`src/rtl/config_chain_loader.sv`:
```
`timescale 1ns/1ps
`default_nettype none
// config_chain_loader: serialises host bitstream words (LSB first) into a tile-column config chain.
// Define CONFIG_CHAIN_LOADER_VERIFY_EN to add CRC-checked recirculation of the chain after loading.
module config_chain_loader #(
  parameter int CHAIN_LENGTH = 24,
  parameter int WORD_WIDTH   = 8
) (
  input  logic                  clock,
  input  logic                  nreset,
  input  logic                  start,
  input  logic                  abort,
  input  logic [WORD_WIDTH-1:0] word_data,
  input  logic                  word_valid,
  output logic                  word_ready,
  output logic                  chain_data,
  output logic                  chain_enable,
  input  logic                  chain_return,
  output logic                  busy,
  output logic                  done,
  output logic                  error
);

  localparam int CNT_W = $clog2(CHAIN_LENGTH + 1);
  localparam int IDX_W = (WORD_WIDTH > 1) ? $clog2(WORD_WIDTH) : 1;
  localparam logic [CNT_W-1:0] LAST_BIT = CNT_W'(CHAIN_LENGTH - 1);
  localparam logic [IDX_W-1:0] LAST_IDX = IDX_W'(WORD_WIDTH - 1);

  localparam logic [1:0] S_IDLE   = 2'd0;
  localparam logic [1:0] S_LOAD   = 2'd1;
  localparam logic [1:0] S_FINISH = 2'd3;
`ifdef CONFIG_CHAIN_LOADER_VERIFY_EN
  localparam logic [1:0] S_VERIFY = 2'd2;
`endif

  logic [1:0]            state_q, state_d;
  logic [CNT_W-1:0]      cnt_q, cnt_d;
  logic [WORD_WIDTH-1:0] buf_q, buf_d;
  logic                  buf_vld_q, buf_vld_d;
  logic [IDX_W-1:0]      idx_q, idx_d;
  logic                  error_q, error_d;

  logic shift, buf_last, last_shift, accept;

  assign shift      = (state_q == S_LOAD) && buf_vld_q;
  assign buf_last   = (idx_q == LAST_IDX);
  assign last_shift = shift && (cnt_q == LAST_BIT);
  // Ready during the final bit of a word keeps the stream gapless; never once the chain is full.
  assign word_ready = (state_q == S_LOAD) && !last_shift && (!buf_vld_q || buf_last);
  assign accept     = word_valid && word_ready;

`ifdef CONFIG_CHAIN_LOADER_VERIFY_EN
  logic [15:0] crc_load_q, crc_load_d, crc_ret_q, crc_ret_d;
  logic        verify;

  function automatic logic [15:0] crc_step(input logic [15:0] crc, input logic bit_in);
    crc_step = {crc[14:0], 1'b0} ^ ((crc[15] ^ bit_in) ? 16'h1021 : 16'h0000);
  endfunction

  assign verify       = (state_q == S_VERIFY);
  assign chain_enable = shift || verify;
  assign chain_data   = shift ? buf_q[idx_q] : (verify & chain_return);
`else
  logic unused_chain_return;
  assign unused_chain_return = chain_return;
  assign chain_enable = shift;
  assign chain_data   = shift & buf_q[idx_q];
`endif

  assign busy  = (state_q != S_IDLE);
  assign done  = (state_q == S_FINISH);
  assign error = error_q;

  always_comb begin
    state_d   = state_q;
    cnt_d     = cnt_q;
    buf_d     = buf_q;
    buf_vld_d = buf_vld_q;
    idx_d     = idx_q;
    error_d   = error_q;
`ifdef CONFIG_CHAIN_LOADER_VERIFY_EN
    crc_load_d = crc_load_q;
    crc_ret_d  = crc_ret_q;
`endif
    case (state_q)
      S_IDLE: begin
        if (start) begin
          state_d   = S_LOAD;
          cnt_d     = '0;
          buf_vld_d = 1'b0;
          idx_d     = '0;
          error_d   = 1'b0;
`ifdef CONFIG_CHAIN_LOADER_VERIFY_EN
          crc_load_d = 16'hFFFF;
          crc_ret_d  = 16'hFFFF;
`endif
        end
      end
      S_LOAD: begin
        if (abort) begin
          state_d   = S_IDLE;
          buf_vld_d = 1'b0;
          error_d   = 1'b1;
        end else begin
          if (shift) begin
            cnt_d = cnt_q + 1'b1;
            idx_d = buf_last ? '0 : idx_q + 1'b1;
            if (buf_last) buf_vld_d = 1'b0;
`ifdef CONFIG_CHAIN_LOADER_VERIFY_EN
            crc_load_d = crc_step(crc_load_q, chain_data);
`endif
          end
          if (accept) begin
            buf_d     = word_data;
            buf_vld_d = 1'b1;
            idx_d     = '0;
          end
          // Chain full: leftover bits of the current word are dropped.
          if (last_shift) begin
            buf_vld_d = 1'b0;
`ifdef CONFIG_CHAIN_LOADER_VERIFY_EN
            state_d = S_VERIFY;
            cnt_d   = '0;
`else
            state_d = S_FINISH;
`endif
          end
        end
      end
`ifdef CONFIG_CHAIN_LOADER_VERIFY_EN
      S_VERIFY: begin
        if (abort) begin
          state_d = S_IDLE;
          error_d = 1'b1;
        end else begin
          cnt_d     = cnt_q + 1'b1;
          crc_ret_d = crc_step(crc_ret_q, chain_return);
          if (cnt_q == LAST_BIT) begin
            state_d = S_FINISH;
            if (crc_ret_d != crc_load_q) error_d = 1'b1;
          end
        end
      end
`endif
      S_FINISH: state_d = S_IDLE;
      default:  state_d = S_IDLE;
    endcase
  end

  always_ff @(posedge clock or negedge nreset) begin
    if (!nreset) begin
      state_q   <= S_IDLE;
      cnt_q     <= '0;
      buf_q     <= '0;
      buf_vld_q <= 1'b0;
      idx_q     <= '0;
      error_q   <= 1'b0;
`ifdef CONFIG_CHAIN_LOADER_VERIFY_EN
      crc_load_q <= 16'hFFFF;
      crc_ret_q  <= 16'hFFFF;
`endif
    end else begin
      state_q   <= state_d;
      cnt_q     <= cnt_d;
      buf_q     <= buf_d;
      buf_vld_q <= buf_vld_d;
      idx_q     <= idx_d;
      error_q   <= error_d;
`ifdef CONFIG_CHAIN_LOADER_VERIFY_EN
      crc_load_q <= crc_load_d;
      crc_ret_q  <= crc_ret_d;
`endif
    end
  end

endmodule
`default_nettype wire

```
`config.mk`:
```
export PLATFORM = sky130hd
export DESIGN_NAME = config_chain_loader
export DESIGN_NICKNAME = d
export VERILOG_FILES = /design/src/rtl/config_chain_loader.sv
export SDC_FILE = /design/constraint.sdc
export NUM_CORES = 1
export LEC_CHECK = 0
export ABC_CLOCK_PERIOD_IN_PS = 1500
export CAP_MARGIN = 20
export CORE_UTILIZATION = 45
export DETAILED_ROUTE_END_ITERATION = 12
export PLACE_DENSITY_LB_ADDON = 0.2
export SLEW_MARGIN = 10
export SYNTH_ARGS = -nofsm -noshare
export SYNTH_HDL_FRONTEND = slang
export SYNTH_SLANG_ARGS = --single-unit
```
`constraint.sdc`:
```
create_clock -name clock -period 1.5 [get_ports clock]
set_clock_uncertainty 0.05 [all_clocks]
set_input_delay 0.3 -clock clock [delete_from_list [all_inputs] [get_ports clock]]
set_output_delay 0.3 -clock clock [all_outputs]
set_load 0.02 [all_outputs]
```
# After elaboration in Yosys (flattened, before gate mapping)
# Cells that the tools add are included.
[totals]
ff_bits = 20
inputBits = 14
out_inout_bits = 6
word_cells = 65
[classes]
addsub = 2
order_cmp = 1
eq_ne = 12
n_mux = 25
bitwise = 2
n_reduce_logical = 17
[ops]
columns = ["cell", "count"]
rows = [
  ["$mux W3", 5],
  ["$mux W5", 3],
  ["$reduce_and A4 Y1", 3],
  ["$ne A5 B5 Y1 const B", 2],
  ["$pmux W5 S2", 1],
  ["$mux W1", 8],
  ["$ne A2 B2 Y1 const B", 4],
  ["$mux W2", 3],
  ["$ne A3 B3 Y1 const B", 2],
  ["$pmux W3 S2", 1],
  ["$reduce_and A3 Y1", 2],
  ["$add A5 B1 Y5 const B", 1],
  ["$eq A5 B5 Y1 const B", 1],
  ["$logic_and A1 B1 Y1", 5],
  ["$lt A3 B4 Y1 const B", 1],
  ["$pmux W1 S2", 2],
  ["$pmux W2 S2", 1],
  ["$reduce_bool A2 Y1", 2],
  ["$add A3 B1 Y3 const B", 1],
  ["$bmux W1 S3", 1],
  ["$eq A3 B3 Y1 const B", 1],
  ["$eq A2 B1 Y1 const B", 1],
  ["$eq A2 B2 Y1 const B", 1],
  ["$logic_not A1 Y1", 2],
  ["other kinds (5)", 5],
]

# Depth between registers and ports, before layout
[logic_depth]
depth_word = 11
mapped_depth = 5

# Worst setup path after synthesis
# No wires, ideal clock.
[synth_timing]
path_kind = "register -> register"
startpoint = "reg cnt_q[0]"
endpoint = "reg buf_q[0]"
arrival_ns = 1.501
slack_ns = -0.176
path_stages_with_launch = 6
n_path_buf = 0
synth_period_minus_slack_ns = 1.676
cell_sequence = "dfrtp_1 ha_1 nand4b_1 nand2_1 a21oi_4 mux2_2"
[synth_via]
elab_chain_cells = 7
[synth_lines]
columns = ["item", "line_no", "source"]
rows = [
  ["start, declared", "37", "logic [CNT_W-1:0] cnt_q, cnt_d;"],
  ["start signal, assigned", "164", "cnt_q <= cnt_d;"],
  ["$eq A5 B5 Y1", "47", "assign last_shift = shift && (cnt_q == LAST_BIT);"],
  ["$logic_and A1 B1 Y1", "47", ""],
  ["$logic_not A1 Y1", "49", "assign word_ready = (state_q == S_LOAD) && !last_shift && (!buf_vld_q || buf_last);"],
  ["$logic_and A1 B1 Y1 (2 in series)", "49", ""],
  ["$logic_and A1 B1 Y1", "50", "assign accept = word_valid && word_ready;"],
  ["$reduce_and A3 Y1 (no line)", "n/a", ""],
  ["end signal, assigned", "165", "buf_q <= buf_d;"],
  ["end, declared", "38", "logic [WORD_WIDTH-1:0] buf_q, buf_d;"],
]
# No other way between the ends.
# A chain may end at the register's enable or synchronous reset.

# Worst setup path after layout
[layout_timing]
startpoint = "reg idx_q[0]"
endpoint = "out chain_data"
[layout_via]
elab_chain_cells = 3
[layout_lines]
columns = ["item", "line_no", "source"]
rows = [
  ["start, declared", "40", "logic [IDX_W-1:0] idx_q, idx_d;"],
  ["start signal, assigned", "167", "idx_q <= idx_d;"],
  ["$bmux W1 S3", "67", "assign chain_data = shift & buf_q[idx_q];"],
  ["$mux W1 (not written as such)", "67", ""],
  ["$and A1 B1 Y1", "67", ""],
  ["end, declared", "16", "output logic chain_data,"],
]
# No other way between the ends. The select of a mux whose other input is x is not followed.

==> flow_metrics.py <==
metrics = {
    "clock_tree": {
        "cts_buffer_depth": 2,
        "ctsHtreeMaxLevel": 1,
        "insertion_delay_ns": 0.31,
        "postCtsHoldBufs": 0,
        "cts.reportedPaths.clkPinSlew_ns": 0.12,
        "cts_tree": "done",
        "cts_root_buf": "clkbuf_4",
        "clkSinkCount": 20,
        "cts_buffers": 3,
    },
    "sta": {
        "min_period_ns": 2.06,
        "timing.hold.ws_ns": 0.306,
        "rsz0062_at_grt": "true",
        "final-hold-violation-count": 0,
        "final.setup.worst_slack_ns": -0.562,
        "fin_crit_sh": 1.37,
        "fmax_ghz": 0.485,
        "maxSlewViolCount": 0,
        "tightest_slew_ns": 0.378,
        "relSlewSlack": 0.745,
        "finalSetupViolCount": 19,
    },
    "place": {
        "post-place-ws_ns": -0.523,
        "finalWeightedCongestion": 0.847,
        "dpl.hpwl_mm": 1.60,
        "io_buffers": 18,
        "placedCellCount": 157,
        "dpl_cell_area_um2": 1420,
    },
    "final_layout": {
        "fillers": 94,
        "syn2layout_area_growth_pct": 69.6,
        "final_nets": 163,
        "antenna_cells": 0,
        "fin_cells": 172,
        "final_area_um2": 1730,
        "layout-drive-gt1-share": 0.552,
    },
    "logic_synthesis": {
        "synth.distinct_cells": 26,
        "synth_cells": 88,
        "ys.warnings.count": 0,
        "syn-num-nets": 105,
        "synth_seq_area_share": 0.492,
        "syn_area_per_cell_um2": 11.6,
        "syn_area_um2": 1020,
        "ys_seq_elements": 20,
    },
    "min_path": {
        "min_path_type": "in2async",
    },
    "outcome": {
        "violations": "negative setup slack",
        "status": "complete, but fails checks",
    },
    "global_routing": {
        "grt.total_usage": 0.230,
        "antenna_found_initial": 0,
        "grt_max_degree": 21,
        "grt_pass1_vias": 954,
        "grt_pass1_wl_mm": 4.15,
        "overflow": 0,
    },
    "route": {
        "dr_total_vias": 1001,
        "antenna_left": 0,
        "drtIter0Drc": 13,
        "wire_per_inst_um": 19.5,
        "drc": 0,
        "routed-wl-met2_mm": 1.75,
        "viasPerCell": 5.82,
        "drt-total-wl_mm": 3.35,
        "drtPass1Iterations": 4,
        "routed.top_layer": "met4",
        "wl_met1_mm": 1.37,
        "dr_wl_met3_um": 121,
    },
    "critical_path": {
        "r2r-start": "state_q[1]$_DFFE_PN0P_",
        "arrival_ns": 1.71,
        "startpoint": "idx_q[0]$_DFFE_PN0P_",
        "start_kind": "register",
        "path_max_fanout": 3,
        "critPathRequiredTime_ns": 1.15,
        "critical_path_class": "reg2out",
        "endpoint_kind": "primary output",
    },
    "power_and_ir_drop": {
        "p_leak_nw": 0.768,
        "vdd_drop_max_uv": 750,
        "finalPower_mw": 1.71,
        "p_per_area_nw_per_um2": 992,
    },
    "floorplan": {
        "pin_count": 20,
        "core-area_um2": 2040,
        "fp.dieH_um": 49.5,
        "start_util": 0.498,
        "die_x_um": 49.5,
        "die-area_um2": 2450,
        "std_cell_rows": 16,
    },
    "job": {
        "cap_violations": 0,
    },
}
layout make-up:
cell class / count / area [um2] / share of cell area
Timing Repair Buffer: 55 / 503 / 0.292
Multi-Input combinational cell: 63 / 616 / 0.357
Tap cell: 27 / 33.8 / 0.0196
Inverter: 3 / 16.3 / 0.00943
Sequential cell: 20 / 504 / 0.292
Clock buffer: 3 / 22.5 / 0.0131
Clock inverter: 1 / 30.0 / 0.0174
state kept, by name, indices dropped and copies added, names as in the netlist:
register / flops
buf_q: 8
cnt_q: 5
idx_q: 3
state_q: 2
buf_vld_q: 1
error: 1
cell usage after synthesis:
cell / instances / area, um2
a21oi_1: 4 / 20.0
a21oi_4: 1 / 16.3
a22o_1: 3 / 26.3
a32o_1: 2 / 20.0
and2_1: 1 / 6.26
and3b_1: 1 / 8.76
and4bb_1: 1 / 12.5
buf_2: 2 / 10.0
dfrtp_1: 20 / 500
ha_1: 3 / 37.5
inv_1: 3 / 11.3
mux2_2: 9 / 101
mux2i_1: 1 / 10.0
mux4_2: 2 / 45.0
nand2_1: 5 / 18.8
nand2b_1: 2 / 12.5
nand3_1: 2 / 10.0
nand4b_1: 1 / 8.76
nor2_1: 11 / 41.3
nor3_1: 1 / 5.00
nor3b_1: 1 / 7.51
nor3b_2: 1 / 12.5
o2111ai_1: 2 / 17.5
o21ai_0: 5 / 25.0
or2_2: 1 / 6.26
xor2_1: 3 / 26.3
power breakdown:
group | switching [mW] | total, mW | internal, mW
Clock | 0.185 | 0.455 | 0.270
Sequential | 0.0888 | 0.731 | 0.642
Combinational | 0.214 | 0.525 | 0.311
metal layers:
layer | vias up | track usage
li1 | 436 | -
met1 | 514 | 0.289
met2 | 41 | 0.394
met3 | 10 | 0.0370
met4 | 0 | 0.0857
met5 | - | 0
repair_timing:
item	CTS	global route
buffers inserted	7	6
setup endpoints to repair	17	22
gates cloned	0	0
resized for setup	44	28
pin swaps	7	8
through the flow:
stage,TNS [ns],utilization
2_1_floorplan,-0.946,-
3_3_place_gp,-6.89,0.697
3_5_place_dp,-7.12,0.697
4_1_cts,-4.02,0.779
5_1_grt,-5.60,0.845
6_report,-4.63,0.845
placed cells by master, fill, tap and decap left out, types with 4 or more instances in the layout:
cell              n
nor2_1            9
buf_4            27
nand2_1           4
clkdlybuf4s50_1  12
buf_6            13
mux2_2            6
dfrtp_1          17
path summary, 6_finish.rpt:
check                                             to  slack [ns]  cells after the start
worst min-delay path            buf_q[7]$_DFFE_PN0P_        0.31                      2
max in group asynchronous       idx_q[0]$_DFFE_PN0P_        0.86                      2
min in group clock              buf_q[6]$_DFFE_PN0P_        0.49                      1
worst max-delay path                      chain_data       -0.56                      4
worst max register to register  buf_q[7]$_DFFE_PN0P_       -0.40                      6
worst min register to register  buf_q[6]$_DFFE_PN0P_        0.49                      1
worst max-delay path: stages (launching register included):
cell and delay [ns]:
dfrtp_2 0.42, mux4_2 0.51, mux2i_1 0.22, nor2_1 0.08
buf_2 0.17
logic make-up (layout without fill, tap and decap cells):
group / after synthesis / count (layout) / synth area share
xor+xnor: 3 / 3 / 0.0258
mux: 12 / 12 / 0.154
simple gates: 28 / 28 / 0.148
flops: 20 / 20 / 0.492
buf+inv: 5 / 62 / 0.0209
fa+ha+maj: 3 / 3 / 0.0369
compound gates: 17 / 17 / 0.123
(Power assumes the default switching activity.)
